## config.mk

```make
export PLATFORM = sky130hd
export DESIGN_NAME = dump_input_file
export DESIGN_NICKNAME = d
export VERILOG_FILES = /design/src/rtl/snn_io_pkg.sv /design/src/rtl/dump_input_file_bit_packer.sv /design/src/rtl/dump_input_file.sv
export SDC_FILE = /design/constraint.sdc
export NUM_CORES = 1
export LEC_CHECK = 0
export CORE_MARGIN = 5
export CORE_UTILIZATION = 40
export DETAILED_ROUTE_END_ITERATION = 12
export GPL_ROUTABILITY_DRIVEN = 0
export GPL_TIMING_DRIVEN = 1
export PLACE_DENSITY_LB_ADDON = 0.3
export SYNTH_ARGS = -nofsm -noshare
export SYNTH_HDL_FRONTEND = slang
export SYNTH_HIERARCHICAL = 1
export SYNTH_SLANG_ARGS = --single-unit
```

## constraint.sdc

```tcl
create_clock -name clk -period 5.2 [get_ports clk]
set_input_delay 0.78 -clock clk [delete_from_list [all_inputs] [get_ports clk]]
set_output_delay 0.78 -clock clk [all_outputs]
set_load 0.02 [all_outputs]
```

## src/rtl/snn_io_pkg.sv

```systemverilog
// Shared types and image constants for the image RAM loader/unloader pair.
// Latency: n/a (declarations only).
// Backpressure: n/a.
package snn_io_pkg;

   localparam int IMG_BITS   = 784;
   localparam int ADDR_WIDTH = 10;
   localparam int BYTE_WIDTH = 8;
   localparam int IMG_BYTES  = IMG_BITS / BYTE_WIDTH;

   // Last valid RAM address of the 28x28 image.
   localparam logic [ADDR_WIDTH-1:0] LAST_ADDR = 10'h30F;

   typedef enum logic [2:0] {
      IDLE    = 3'd0,
      FETCH   = 3'd1,
      SEND    = 3'd2,
      WAIT_TX = 3'd3,
      DONE    = 3'd4
   } dump_state_t;

endpackage

```

## src/rtl/dump_input_file_bit_packer.sv

```systemverilog
// Serial-in/parallel-out byte register: writes one bit at a given index when enabled.
// Latency: captured bit visible on shift_q the cycle after cap_en; shift_d shows it combinationally.
// Backpressure: none; the caller decides when to capture.
// Ports: cap_en/cap_idx/cap_bit select and supply the bit, shift_q is the held byte,
//        shift_d is the byte including any capture happening this cycle.
module bit_packer #(
   parameter int WIDTH = 8,
   parameter int IDX_W = 3
) (
   input  logic             clk,
   input  logic             rst_n,
   input  logic             cap_en,
   input  logic [IDX_W-1:0] cap_idx,
   input  logic             cap_bit,
   output logic [WIDTH-1:0] shift_q,
   output logic [WIDTH-1:0] shift_d
);

   always_comb begin
      shift_d = shift_q;
      if (cap_en) begin
         shift_d[cap_idx] = cap_bit;
      end
   end

   always_ff @(posedge clk) begin
      if (!rst_n) begin
         shift_q <= '0;
      end else begin
         shift_q <= shift_d;
      end
   end

endmodule

```

## src/rtl/dump_input_file.sv

```systemverilog
// Reads the 1-bit image RAM in address order, packs 8 bits LSB-first per byte, and
// hands each byte to the UART TX. Latency: 9 fetch cycles + 1 send cycle per byte, plus TX time.
// Backpressure: holds tx_data and stops reading until tx_done; start is ignored while busy.
// Ports: start/busy/done control; ram_addr/ram_q image RAM read port (1-cycle read);
//        tx_data/tx_start/tx_done UART TX handshake.
module dump_input_file
   import snn_io_pkg::*;
#(
   parameter int IMG_BITS   = snn_io_pkg::IMG_BITS,
   parameter int ADDR_WIDTH = snn_io_pkg::ADDR_WIDTH,
   parameter int BYTE_WIDTH = snn_io_pkg::BYTE_WIDTH
) (
   input  logic                  clk,
   input  logic                  rst_n,
   input  logic                  start,
   output logic [ADDR_WIDTH-1:0] ram_addr,
   input  logic                  ram_q,
   output logic [BYTE_WIDTH-1:0] tx_data,
   output logic                  tx_start,
   input  logic                  tx_done,
   output logic                  busy,
   output logic                  done
);

   localparam int N_BYTES = IMG_BITS / BYTE_WIDTH;
   localparam int IDX_W   = $clog2(BYTE_WIDTH);
   localparam int FCNT_W  = $clog2(BYTE_WIDTH + 1);
   localparam int BCNT_W  = $clog2(N_BYTES + 1);

   // fetch_cnt runs 0..BYTE_WIDTH: addresses go out on counts 0..7, the last bit lands on count 8.
   localparam logic [FCNT_W-1:0] FETCH_LAST = FCNT_W'(BYTE_WIDTH);
   localparam logic [FCNT_W-1:0] ISSUE_LAST = FCNT_W'(BYTE_WIDTH - 1);
   localparam logic [BCNT_W-1:0] BYTES_LAST = BCNT_W'(N_BYTES);

   dump_state_t           state_q, state_d;
   logic [ADDR_WIDTH-1:0] cur_addr_q, cur_addr_d;
   logic [BCNT_W-1:0]     byte_cnt_q, byte_cnt_d;
   logic [FCNT_W-1:0]     fetch_cnt_q, fetch_cnt_d;
   logic                  cap_vld_q, cap_vld_d;
   logic [IDX_W-1:0]      cap_idx_q, cap_idx_d;
   logic [BYTE_WIDTH-1:0] tx_data_q, tx_data_d;
   logic                  tx_start_q, tx_start_d;
   logic                  busy_q, busy_d;
   logic                  done_q, done_d;
   logic [BYTE_WIDTH-1:0] pack_q;
   logic [BYTE_WIDTH-1:0] pack_d;

   // Capture is delayed one cycle behind the address so it lines up with the RAM read data.
   bit_packer #(
      .WIDTH (BYTE_WIDTH),
      .IDX_W (IDX_W)
   ) u_packer (
      .clk     (clk),
      .rst_n   (rst_n),
      .cap_en  (cap_vld_q),
      .cap_idx (cap_idx_q),
      .cap_bit (ram_q),
      .shift_q (pack_q),
      .shift_d (pack_d)
   );

   always_comb begin
      state_d     = state_q;
      cur_addr_d  = cur_addr_q;
      byte_cnt_d  = byte_cnt_q;
      fetch_cnt_d = fetch_cnt_q;
      cap_vld_d   = 1'b0;
      cap_idx_d   = cap_idx_q;
      tx_data_d   = tx_data_q;
      tx_start_d  = 1'b0;
      done_d      = 1'b0;

      case (state_q)
         IDLE: begin
            if (start) begin
               state_d     = FETCH;
               cur_addr_d  = '0;
               byte_cnt_d  = '0;
               fetch_cnt_d = '0;
            end
         end
         FETCH: begin
            fetch_cnt_d = fetch_cnt_q + 1'b1;
            if (fetch_cnt_q < FETCH_LAST) begin
               cap_vld_d = 1'b1;
               cap_idx_d = fetch_cnt_q[IDX_W-1:0];
            end
            // Address parks on 8k+7 rather than stepping past it, so the final
            // byte never presents an address beyond the image.
            if (fetch_cnt_q < ISSUE_LAST) begin
               cur_addr_d = cur_addr_q + 1'b1;
            end
            if (fetch_cnt_q == FETCH_LAST) begin
               state_d    = SEND;
               tx_data_d  = pack_d;   // includes the bit landing this cycle
               tx_start_d = 1'b1;
            end
         end
         SEND: begin
            byte_cnt_d = byte_cnt_q + 1'b1;
            state_d    = WAIT_TX;
         end
         WAIT_TX: begin
            if (tx_done) begin
               if (byte_cnt_q == BYTES_LAST) begin
                  state_d = DONE;
                  done_d  = 1'b1;
               end else begin
                  state_d     = FETCH;
                  fetch_cnt_d = '0;
                  cur_addr_d  = ADDR_WIDTH'(byte_cnt_q) << IDX_W;
               end
            end
         end
         DONE: begin
            state_d    = IDLE;
            cur_addr_d = '0;
         end
         default: begin
            state_d = IDLE;
         end
      endcase

      busy_d = (state_d != IDLE);
   end

   always_ff @(posedge clk) begin
      if (!rst_n) begin
         state_q     <= IDLE;
         cur_addr_q  <= '0;
         byte_cnt_q  <= '0;
         fetch_cnt_q <= '0;
         cap_vld_q   <= 1'b0;
         cap_idx_q   <= '0;
         tx_data_q   <= '0;
         tx_start_q  <= 1'b0;
         busy_q      <= 1'b0;
         done_q      <= 1'b0;
      end else begin
         state_q     <= state_d;
         cur_addr_q  <= cur_addr_d;
         byte_cnt_q  <= byte_cnt_d;
         fetch_cnt_q <= fetch_cnt_d;
         cap_vld_q   <= cap_vld_d;
         cap_idx_q   <= cap_idx_d;
         tx_data_q   <= tx_data_d;
         tx_start_q  <= tx_start_d;
         busy_q      <= busy_d;
         done_q      <= done_d;
      end
   end

   assign ram_addr = (state_q == FETCH) ? cur_addr_q : '0;
   assign tx_data  = tx_data_q;
   assign tx_start = tx_start_q;
   assign busy     = busy_q;
   assign done     = done_q;

endmodule
```

==> impl_metrics.yaml <==
critical_path:
  crit_start: "state_q[0]"
  crit_path_start_kind: "register"
  cp_max_fo: 20
  critPathRequiredTime_ps: 4420
  path_buf_inv: 1
  crit_slowest_cell: "nor3b_2"
  cp.arrival_ps: 2590
  r2r_start: "state_q[1]"
  worstPathCellList: "nor3b_2, and2_1, clkdlybuf4s50_1"
  reg2regPathDepth: 5
  max_stage_delay_ps: 940
  cp_top_family: "simple AND/OR/NAND/NOR gates"
  critical_path_depth: 3
  crit_type: "register to output pin"
  crit_path_end_kind: "output pin"
worst_hold_path:
  hp-start: "u_packer/shift_q[4]"
  hold_depth: 2
  hold_path.class: "register to register"
logic_synthesis:
  ys_warn_count: 6
  postSynthAreaPerCell_sq_um: 8.76
  ys_seq_elements: 47
  yosysUniqueCellTypes: 43
  synth_common_cells: "47 x dfxtp_1, 36 x nor2_1, 23 x nand2_1"
  synth_most_common_cell: "dfxtp_1"
  synth_cells: 272
  async_flop_share_pct: 0
  netlist.area_leader.share_pct: 39.5
  ys_top_cells_by_area: "dfxtp_1 39%, mux2i_1 7.1%, nor2_1 5.7%"
  yosysTopAreaCell: "dfxtp_1"
  synth_edf_count: 0
  synth_ff_type: "dfxtp_1"
  syn_area_sq_um: 2380
  syn_nets: 282
  yosysSeqAreaShare_pct: 39.5
layout:
  n_antenna_cell: 0
  drive_gt1_share_pct: 8.59
  area_delta_synth_final_pct: 17.2
  fin_util_pct: 47.7
  fin_cells: 366
  fillCellCount: 564
  nNetsFinal: 300
placement:
  hpwl_um: 3600
  post-place-ws_ps: 2160
  port_buffers: 25
  placedCellCount: 358
routing:
  drc: 0
  drt-total-wl_um: 5200
  dr_total_vias: 1982
  firstDrtPassIters: 4
  drt_iter0_drc: 83
  vias_per_cell: 5.42
  ant_nets: 0
  wl_per_cell_um: 14.2
sta:
  worst_pin_slew_ps: 1120
  final_hold_viol_count: 0
  min_period_ps: 3370
  setup_viol: 0
  fin_crit_sh_pct: 64.7
  setup_ws_ps: 1830
  fmax_ghz: 0.297
  timing.hold.ws_ps: 462
  rsz0062_at_grt: "no"
  slew_headroom_pct: 25.0
  drv_slew: 0
  setup_tns_ps: 0
  fin_skew_ps: 5.89
clock_tree:
  clock_latency_ps: 300
  cts.sinks: 47
  post_cts_buffers: 0
  cts_buffer_depth: 2
  path_clk_slew_ps: 100
  root_buffer: "clkbuf_8"
  cts_buffers: 5
  ctsHtreeMaxLevel: 2
  cts_tree: "built"
  cts_resized: 0
  cts_hold_buffers: 0
global_routing:
  grt_max_degree: 33
  grt_busiest_layer: "met2"
  overflow: 0
  grt_pass1_vias: 1925
  grt_pass1_wl_um: 9030
  grt_use_total_pct: 14.9
  grtUsageMet3_pct: 3.03
  met2_usage_pct: 24.0
  use_met1_pct: 19.6
  antenna_found_initial: 0
floorplan:
  placement_rows: 28
  fp.dieH_um: 87.2
  io_pins: 26
  die_area_sq_um: 7600
  coreArea_sq_um: 5850
  initial_core_util_pct: 40.7
  die_w_um: 87.2
status:
  outcome: "completed"
power:
  power.leakage_nw: 0.991
  peakVddDrop_mv: 0.128
  p_per_area_nw_per_um2: 259
job:
  max_cap_viol_count: 0
[cells in the final DEF (no fill, tap or decap), drive strengths merged, types with 5 or more instances in the layout]
master | netlist | final
dfxtp | 47 | 47
nor2 | 36 | 36
clkdlybuf4s50 | 0 | 25
nand2 | 23 | 23
a21oi | 18 | 18
o21ai | 18 | 18
mux2i | 17 | 17
nand3 | 11 | 11
mux2 | 10 | 10
and2 | 9 | 9
inv | 6 | 7
nor3 | 5 | 5
ha | 5 | 5
clkbuf | 13 | 5
[kinds of logic (layout without fill, tap and decap cells)]
kind of cell / after synthesis / after routing / synth area share [%]
flip-flops: 47 / 47 / 39.5
AO/OA/AOI/OAI: 56 / 56 / 15.9
buffers and inverters: 22 / 41 / 3.89
XOR/XNOR: 4 / 4 / 1.47
multiplexers: 27 / 27 / 12.3
adder cells (fa/ha/maj): 5 / 5 / 2.63
AND/OR/NAND/NOR: 111 / 111 / 24.3
[registers in the layout, indices dropped and copies added (netlist names), 3 cells and up]
name and cells:
byte_cnt_q 7, cap_idx_q 3, cur_addr_q 10, fetch_cnt_q 4, state_q 3, tx_data 8, u_packer/shift_q 8
[metrics by stage]
step                area (sq um)  power (W)
floorplan                   2380   0.000431
global placement            2680   0.000451
detailed placement          2680   0.000451
CTS                         2790   0.000729
global route                2790   0.000752
finish                      2790   0.000723
[area by class of cell]
cell class | instances | area [sq um] | area share, %
Multi-Input combinational cell | 203 | 1350 | 48.5
Clock inverter | 3 | 47.5 | 1.70
Tap cell | 75 | 93.8 | 3.36
Clock buffer | 5 | 68.8 | 2.46
Sequential cell | 47 | 941 | 33.7
Inverter | 6 | 22.5 | 0.806
Timing Repair Buffer | 27 | 265 | 9.50
[power by group]
group / leakage (nW) / internal [W] / total [W] / switching, W
clock network: 0.0587 / 0.000146 / 0.000280 / 0.000134
registers: 0.380 / 0.000367 / 0.000377 / 0.00000987
logic: 0.552 / 0.0000254 / 0.0000663 / 0.0000409
[layer usage]
layer  wire, um  part of all wire (%)
met1       2500                    48
met2       2400                    46
met3        217                   4.2
met4         74                   1.4
met5          0                     0
[final timing paths]
check                         to  slack, ps
max reg2reg        cur_addr_q[7]       2800
min          u_packer/shift_q[4]        460
max                  ram_addr[8]       1830
min reg2reg  u_packer/shift_q[4]        460
[worst reg2reg max path: cells and delay by family, from the launching register on]
family	cells	cell delay, ps
flops	1	430
simple gates	2	760
compound gates	3	1090
Power figures use the tool's default switching activity.
